File: src/rtl/stream_frame_gen_if.sv
// Stream bundle carrying the framed test data from the generator to a link TX sink.
interface stream_frame_gen_if #(
  parameter int DW = 16
);
  logic [DW-1:0]   tdata;
  logic [DW/8-1:0] tkeep;
  logic            tvalid;
  logic            tlast;
  logic            tready;

  modport master (
    output tdata,
    output tkeep,
    output tvalid,
    output tlast,
    input  tready
  );

  modport slave (
    input  tdata,
    input  tkeep,
    input  tvalid,
    input  tlast,
    output tready
  );
endinterface

File: src/rtl/stream_frame_gen.sv
// Test-frame source for link bring-up: emits frames of configurable length with an
// optional idle gap and a selectable payload (fixed pattern, beat counter, LFSR or
// sequence header). Payload state only advances when a beat is accepted by the sink,
// so backpressure never drops or duplicates data.
module stream_frame_gen #(
  parameter int          DW      = 16,
  parameter int          PW      = 128,
  parameter logic [PW-1:0] PATTERN = 128'h0123_3210_2222_3333_4444_5555_beaf_dead,
  parameter int          LW      = 12,
  parameter logic [31:0] SEED    = 32'hACE1_2468
) (
  input  logic                     clk,
  input  logic                     reset_n,
  input  logic                     enable,
  input  logic [LW-1:0]            frame_len,
  input  logic [LW-1:0]            gap_len,
  input  logic [1:0]               mode,
  stream_frame_gen_if.master       stream_tx,
  output logic [15:0]              frame_cnt,
  output logic                     busy
);

  // Galois feedback mask for x^32 + x^22 + x^2 + x + 1 in right-shift form.
  localparam logic [31:0] LFSR_TAPS = 32'h8020_0003;

  typedef enum logic [1:0] {
    IDLE,
    SEND,
    GAP
  } state_e;

  state_e        state_q, state_d;
  logic [LW-1:0] len_q, len_d;
  logic [LW-1:0] gap_q, gap_d;
  logic [1:0]    mode_q, mode_d;
  logic [LW-1:0] beatCnt_q, beatCnt_d;
  logic [LW-1:0] gapCnt_q, gapCnt_d;
  logic [PW-1:0] pat_q, pat_d;
  logic [31:0]   lfsr_q, lfsr_d;
  logic [15:0]   frameCnt_q, frameCnt_d;

  logic          validOut;
  logic          lastBeat;
  logic          xfer;
  logic          relatch;
  logic [LW-1:0] startLen;

  function automatic logic [31:0] lfsrStep(input logic [31:0] cur);
    lfsrStep = {1'b0, cur[31:1]} ^ (cur[0] ? LFSR_TAPS : 32'h0);
  endfunction

  assign validOut = (state_q == SEND);
  assign lastBeat = (beatCnt_q == (len_q - LW'(1)));
  assign xfer     = validOut && stream_tx.tready;
  assign startLen = (frame_len == '0) ? LW'(1) : frame_len;

  // State register plus all latched config and payload state; reset drops any frame in flight.
  always_ff @(posedge clk) begin
    if (!reset_n) begin
      state_q    <= IDLE;
      len_q      <= LW'(1);
      gap_q      <= '0;
      mode_q     <= '0;
      beatCnt_q  <= '0;
      gapCnt_q   <= '0;
      pat_q      <= PATTERN;
      lfsr_q     <= SEED;
      frameCnt_q <= '0;
    end else begin
      state_q    <= state_d;
      len_q      <= len_d;
      gap_q      <= gap_d;
      mode_q     <= mode_d;
      beatCnt_q  <= beatCnt_d;
      gapCnt_q   <= gapCnt_d;
      pat_q      <= pat_d;
      lfsr_q     <= lfsr_d;
      frameCnt_q <= frameCnt_d;
    end
  end

  // Next-state logic: a frame start (from IDLE, end of GAP, or a back-to-back tlast) relatches config.
  always_comb begin
    state_d    = state_q;
    len_d      = len_q;
    gap_d      = gap_q;
    mode_d     = mode_q;
    beatCnt_d  = beatCnt_q;
    gapCnt_d   = gapCnt_q;
    pat_d      = pat_q;
    lfsr_d     = lfsr_q;
    frameCnt_d = frameCnt_q;
    relatch    = 1'b0;

    case (state_q)
      IDLE: begin
        if (enable) begin
          relatch = 1'b1;
        end
      end
      SEND: begin
        if (xfer) begin
          beatCnt_d = beatCnt_q + LW'(1);
          pat_d     = {pat_q[DW-1:0], pat_q[PW-1:DW]};
          if (mode_q == 2'd2) begin
            lfsr_d = lfsrStep(lfsr_q);
          end
          if (lastBeat) begin
            frameCnt_d = frameCnt_q + 16'd1;
            if (gap_q != '0) begin
              state_d  = GAP;
              gapCnt_d = gap_q - LW'(1);
            end else if (enable) begin
              relatch = 1'b1;
            end else begin
              state_d = IDLE;
            end
          end
        end
      end
      GAP: begin
        if (gapCnt_q == '0) begin
          if (enable) begin
            relatch = 1'b1;
          end else begin
            state_d = IDLE;
          end
        end else begin
          gapCnt_d = gapCnt_q - LW'(1);
        end
      end
      default: begin
        state_d = IDLE;
      end
    endcase

    if (relatch) begin
      state_d   = SEND;
      len_d     = startLen;
      gap_d     = gap_len;
      mode_d    = mode;
      beatCnt_d = '0;
      pat_d     = PATTERN;
    end
  end

  // Beat payload is a pure function of registered state, so it holds steady while stalled.
  always_comb begin
    stream_tx.tdata = '0;
    if (validOut) begin
      case (mode_q)
        2'd0:    stream_tx.tdata = pat_q[DW-1:0];
        2'd1:    stream_tx.tdata = DW'(beatCnt_q);
        2'd2:    stream_tx.tdata = lfsr_q[DW-1:0];
        default: stream_tx.tdata = (beatCnt_q == '0) ? DW'(frameCnt_q) : DW'(beatCnt_q);
      endcase
    end
  end

  assign stream_tx.tvalid = validOut;
  assign stream_tx.tlast  = validOut && lastBeat;
  assign stream_tx.tkeep  = '1;
  assign frame_cnt        = frameCnt_q;
  assign busy             = (state_q != IDLE);

endmodule

File: src/flat_wrapper.sv
// flat-port wrapper written by rule: the top's interface ports become plain ports
module stream_frame_gen_flat 
#(
  parameter int          DW      = 16,
  parameter int          PW      = 128,
  parameter logic [PW-1:0] PATTERN = 128'h0123_3210_2222_3333_4444_5555_beaf_dead,
  parameter int          LW      = 12,
  parameter logic [31:0] SEED    = 32'hACE1_2468
)
  (clk, reset_n, enable, frame_len, gap_len, mode, frame_cnt, busy, stream_tx_tdata, stream_tx_tkeep, stream_tx_tvalid, stream_tx_tlast, stream_tx_tready);
  stream_frame_gen_if #(.DW(DW)) stream_tx_i ();
  input  logic clk;
  input  logic reset_n;
  input  logic enable;
  input  logic [LW-1:0] frame_len;
  input  logic [LW-1:0] gap_len;
  input  logic [1:0] mode;
  output logic [15:0] frame_cnt;
  output logic busy;
  output wire logic [$bits(stream_tx_i.tdata)-1:0] stream_tx_tdata;
  output wire logic [$bits(stream_tx_i.tkeep)-1:0] stream_tx_tkeep;
  output wire logic [$bits(stream_tx_i.tvalid)-1:0] stream_tx_tvalid;
  output wire logic [$bits(stream_tx_i.tlast)-1:0] stream_tx_tlast;
  input wire logic [$bits(stream_tx_i.tready)-1:0] stream_tx_tready;
  assign stream_tx_tdata = stream_tx_i.tdata;
  assign stream_tx_tkeep = stream_tx_i.tkeep;
  assign stream_tx_tvalid = stream_tx_i.tvalid;
  assign stream_tx_tlast = stream_tx_i.tlast;
  assign stream_tx_i.tready = stream_tx_tready;
  stream_frame_gen #(.DW(DW), .PW(PW), .PATTERN(PATTERN), .LW(LW), .SEED(SEED)) u_core (.clk(clk), .reset_n(reset_n), .enable(enable), .frame_len(frame_len), .gap_len(gap_len), .mode(mode), .stream_tx(stream_tx_i), .frame_cnt(frame_cnt), .busy(busy));
endmodule
File: config.mk
export PLATFORM = sky130hd
export DESIGN_NAME = stream_frame_gen_flat
export DESIGN_NICKNAME = d
export VERILOG_FILES = /design/src/rtl/stream_frame_gen_if.sv /design/src/rtl/stream_frame_gen.sv /design/src/flat_wrapper.sv
export SDC_FILE = /design/constraint.sdc
export NUM_CORES = 1
export LEC_CHECK = 0
export ABC_AREA = 1
export CORE_ASPECT_RATIO = 1.75
export CORE_UTILIZATION = 53
export DETAILED_ROUTE_END_ITERATION = 10
export PLACE_DENSITY = 0.8
export SYNTH_ARGS = -nofsm -noshare
export SYNTH_HDL_FRONTEND = slang
export SYNTH_SLANG_ARGS = --single-unit
File: constraint.sdc
create_clock -name clk -period 2.7 [get_ports clk]
set_input_delay 0.54 -clock clk [delete_from_list [all_inputs] [get_ports clk]]
set_output_delay 0.54 -clock clk [all_outputs]
set_load 0.02 [all_outputs]
### After elaboration in Yosys (flattened, before gate mapping)

Index checks and enable logic that the tools add are counted.

* bitwise gates (word level): 3
* reductions and logical operators: 17
* multiplexer cells: 23
* eq/ne operators: 14
* $add $sub $neg: 5

Operators by type and width (count)
* $mux 12: 5
* $pmux 16 s3: 1
* $logic_not 12->1: 3
* $sub 12x1->12 const B: 3
* $mux 16: 2
* $mux 32: 1
* $xor 31x32->32: 1
* $pmux 12 s2: 1
* $add 16x1->16 const B: 1
* $add 12x1->12 const B: 1
* $eq 12x12->1: 1
* $reduce_bool 12->1: 1
* $mux 2: 5
* $ne 2x2->1 const B: 4
* $reduce_and 4->1: 2
* $mux 1: 6
* $ne 3x3->1 const B: 2
* $pmux 2 s3: 1
* $reduce_and 3->1: 2
* $reduce_and 5->1: 1
* $eq 2x1->1 const B: 2
* $eq 2x2->1 const B: 2
* $logic_not 2->1: 2
* $ne 2x1->1 const B: 2
* 7 further kinds: 10

* input port bits: 30
* register bits after elaboration: 228
* logic and storage cells: 72
* output and inout bits: 37

### Depth between registers and ports, before layout

* depth in word-level cells: 7
* depth in mapped cells: 19
* mapped depth without buffers: 19

### Least setup slack after synthesis

Ideal clock, no wire load.

* kind: flip-flop to flip-flop
* start: reg u_core.state_q[0]
* end: reg u_core.gapCnt_q[10]
* buffers on the path: 3
* library setup time: 128 ps
* clock period less this slack: 2500 ps
* path slack: 200 ps
* data arrival time: 2371 ps
* stages on the path, launching flop included: 16
* required time: 2572 ps
* path through: dfxtp_1 -> inv_1 -> ha_1 -> clkbuf_1 -> buf_2 -> buf_2 -> nand2_1 -> o21ai_0 -> ha_1 -> inv_1 -> nor2_1 -> nand4_1 -> nand3b_1 -> xor2_1 -> o21ai_1 -> a21oi_1

* word-level cells in the longest chain between the ends: 4
* elaborated cells on any way between the ends: 10
* classes of those cells: eq/ne (6); mux (1); reduce/logical (3)

Ends and longest elaborated chain
* from (decl): RTL line stream_frame_gen.sv:32 `state_e state_q, state_d;`
* from (signal assigned): RTL line stream_frame_gen.sv:70 `state_q <= state_d;`
* $eq 2x1->1: RTL line stream_frame_gen.sv:52, stream_frame_gen.sv:95
* $logic_and 1x1->1: RTL line stream_frame_gen.sv:54 `assign xfer = validOut && stream_tx.tready;`
* $ne 2x2->1 (no source line)
* $reduce_and 5->1 (no source line)
* to (signal assigned): RTL line stream_frame_gen.sv:75 `gapCnt_q <= gapCnt_d;`
* to (decl): RTL line stream_frame_gen.sv:37 `logic [LW-1:0] gapCnt_q, gapCnt_d;`

Parallel ways exist; a longest one is shown, timed or not.
A chain may end at the register's enable or synchronous reset.

### Worst setup path in the final report

* start: reg u_core.len_q[0]
* end: out stream_tx_tlast

* word-level cells in the longest chain between the ends: 3

Ends and longest elaborated chain
* from (decl): RTL line stream_frame_gen.sv:33 `logic [LW-1:0] len_q, len_d;`
* from (signal assigned): RTL line stream_frame_gen.sv:71 `len_q <= len_d;`
* $sub 12x1->12: RTL line stream_frame_gen.sv:53 `assign lastBeat = (beatCnt_q == (len_q - LW'(1)));`
* $eq 12x12->1: RTL line stream_frame_gen.sv:53
* $logic_and 1x1->1: RTL line stream_frame_gen.sv:161 `assign stream_tx.tlast = validOut && lastBeat;`
* to (decl): RTL line flat_wrapper.sv:23 `output wire logic [$bits(stream_tx_i.tlast)-1:0] stream_tx_tlast;`

No other way between the ends.

==> impl_metrics.py <==
metrics = {
    "detailed_routing": {
        "dr.pass1.iters": 7,
        "wl_per_cell_um": 15.09,
        "ant_nets": 0,
        "num_vias": 9661,
        "totalWireLength_um": 27000,
        "viasPerCell": 5.397,
        "drt_iter0_drc": 630,
        "drcViolationCount": 0,
    },
    "layout": {
        "nets": 1573,
        "area_growth_pct": 20.97,
        "antenna_cells": 0,
        "layout_common_cells": "nand2_1 (357), nor2_1 (224), dfxtp_1 (218)",
        "fillCellCount": 1592,
        "design_area_mm2": 0.01243,
        "final_common_cell": "nand2_1",
        "layout-drive-gt1-share_pct": 15.75,
        "finalNonFillerCells": 1790,
    },
    "critical_path": {
        "path_delay_family": "simple AND/OR/NAND/NOR gates",
        "arrival_ns": 2.22,
        "crit_path_end_kind": "output port",
        "path_class": "register to output port",
        "worst_ep_required_time_ns": 2.16,
        "critPathLaunchType": "register",
        "cpPeakStageDelay_ns": 0.33,
        "worst-path-max-fanout": 2,
        "crit_chain": "inv_2 > ha_4 > xnor2_2 > nor2_2 > nand3_1 > nor2_1 > nand3_1 > nor2_2 > nand2_2 > nor2_4 > buf_6",
        "cp.depth": 11,
        "r2r.worst_path.cells": 17,
        "crit_buf_inv": 2,
        "cpMaxStageDelayCell": "dfxtp_2",
    },
    "die": {
        "core_mm2": 0.01903,
        "dieArea_mm2": 0.01997,
        "fp.dieW_um": 107.3,
        "num_rows": 67,
        "io_pins": 67,
        "initial_core_util_pct": 53.99,
        "die_height_um": 186.2,
    },
    "outcome": {
        "status": "complete, but fails checks",
        "violations": "setup timing",
    },
    "synth": {
        "synth_area_mm2": 0.01027,
        "synth_edf_count": 0,
        "avgSynthCellArea_um2": 7.130,
        "synth_seq_cells": 228,
        "ys_seq_area_share_pct": 44.42,
        "synthCells": 1441,
        "yosysUniqueCellTypes": 43,
        "synth-async-reset-ratio_pct": 0,
        "ys.flop_type": "dfxtp_1",
        "ys_warn_count": 0,
    },
    "timing": {
        "finalSetupViolCount": 1,
        "slew_headroom_pct": 54.74,
        "worstMarginPinSlew_ns": 0.6728,
        "fin_ws_ns": -0.05668,
        "fin_skew_ns": 0.02176,
        "max_freq_ghz": 0.3628,
        "min_period_ns": 2.757,
        "setup_tns_ns": -0.05668,
        "rsz0062_at_grt": "true",
        "hold_viol_final": 0,
        "fin_crit_sh_pct": 102.1,
        "drv_slew": 0,
    },
    "clock_tree": {
        "clockRootBuffer": "clkbuf_16",
        "worst_skew_pair.late_latency_ns": 0.52,
        "cts_tree": "built",
        "cts.sinks": 228,
        "ctsLongestPathBuffers": 3,
        "cts_max_level": 1,
        "cts_hold_buf": 0,
        "cts_made_buffers": 22,
        "clk_pin_slew_ns": 0.07,
    },
    "power": {
        "power_leakage_uw": 0.005047,
        "power_density_mw_per_mm2": 607.9,
        "ir_drop_v": 0.0004767,
    },
    "placed_design": {
        "post-dp-hpwl_um": 18410,
        "placed_cells": 1736,
        "pre_cts_ws_ns": -0.08152,
        "place_area_mm2": 0.01140,
        "io_buffer_count": 64,
        "place_congestion": 0.9598,
    },
    "min_path": {
        "hold_depth": 3,
        "hold_class": "input pin to register",
    },
    "global_routing": {
        "gr-total-overflow": 0,
        "grt_pass1_vias": 8966,
        "grt_first_pass_wirelength_um": 42930,
        "antenna_found_initial": 0,
        "grt_util_all_layers_pct": 26.87,
        "grt_max_degree": 132,
    },
    "flow_run": {
        "maxCapViolations": 0,
    },
}
per-stage QoR:
step,total power (µW),hold slack (ns),util [%]
final,7556,0.3594,65.32
after global routing,7845,0.3822,65.32
after CTS,7543,0.3585,64.17
after detailed placement,4551,0.4500,59.93
after global placement,4533,0.4397,59.93
after floorplan,4237,0.4292,-
tightest hold or removal path: cells and delay by family:
kind                   cells  cell delay, ns
AOI/OAI and AO/OA          1            0.10
buffers and inverters      1            0.16
and+or+nand+nor            1            0.04
registers in the layout (all words and copies together), names as in the netlist:
register,flops
u_core.state_q,2
u_core.mode_q,2
u_core.gapCnt_q,12
u_core.pat_q,128
u_core.len_q,12
u_core.frame_cnt,16
u_core.lfsr_q,32
u_core.gap_q,12
u_core.beatCnt_q,12
kinds of logic (layout without fill, tap and decap cells):
logic type / after synthesis / count (layout) / share of synthesized area [%]
simple gates: 698 / 698 / 27.65
compound gates: 282 / 282 / 15.94
flops: 228 / 228 / 44.42
buf+inv: 190 / 297 / 8.037
xor+xnor: 33 / 33 / 2.813
fa+ha+maj: 9 / 9 / 1.096
other cells: 1 / 2 / 0.03650
worst paths after layout:
kind | slack (ns) | startpoint | endpoint
worst min register to register | 0.45 | u_core.pat_q[90] | u_core.pat_q[74]
worst max register to register | 0.11 | u_core.beatCnt_q[1] | u_core.beatCnt_q[9]
worst max-delay path | -0.06 | u_core.len_q[0] | stream_tx_tlast
worst min-delay path | 0.36 | reset_n | u_core.gap_q[8]
layer usage:
layer / track usage (%) / wire length, µm / vias to the layer above
met5: 0 / 0 / -
met4: 15.45 / 1518 / 0
met3: 3.031 / 1245 / 98
met2: 50.43 / 14120 / 283
met1: 28.73 / 10130 / 4471
li1: - / - / 4809
final cells by class:
| cell class | instances | area [µm²] | area share, % |
|---|---|---|---|
| Tap cell | 241 | 301.5 | 2.426 |
| Timing Repair Buffer | 150 | 1315 | 10.58 |
| Multi-Input combinational cell | 1024 | 5106 | 41.08 |
| Sequential cell | 228 | 4577 | 36.82 |
| Clock inverter | 10 | 83.83 | 0.6745 |
| Inverter | 108 | 419.2 | 3.372 |
| Clock buffer | 29 | 626.9 | 5.043 |
where the power goes:
part	switching [µW]	leakage, µW	internal, µW
Combinational	617	0.00284	383
Clock	1350	0.000348	1660
Sequential	78.3	0.00186	3470
cell usage after synthesis, types with 2 or more instances:
master    number  area share, %
o211ai_1       7           0.51
o21ai_0      112            5.5
nand2_2        3           0.18
inv_1        105            3.8
clkbuf_2       2          0.097
nand4_1       14           0.85
buf_4          9           0.66
o21ai_1        4           0.19
nor3_1        12           0.58
nand2_1      363             13
a41oi_1        2           0.17
xnor2_1       10           0.85
nand3_1       45            2.2
dfxtp_1      228             44
nor3b_1        2           0.15
nand3b_1       3           0.22
buf_6          8           0.88
a31oi_1        8           0.49
a21oi_1       95            4.6
nor2_1       233            8.5
buf_2         10           0.49
o21ai_2       36            3.1
nor2_4         2           0.22
nor4_1        14           0.85
a221oi_1       4           0.34
clkbuf_1      53            1.9
nor2_2         3           0.18
a22oi_1        6           0.44
ha_1           9            1.1
xor2_1        23            2.0
a211oi_1       4           0.29
what timing repair did:
item                                    4_1_cts  5_1_grt
endpoints found under the hold margin         0        0
setup buffers                                13        3
pin swaps                                    12       25
endpoints found under the setup margin       17       79
gates resized for setup                     104       66
Power figures use the tool's default switching activity.
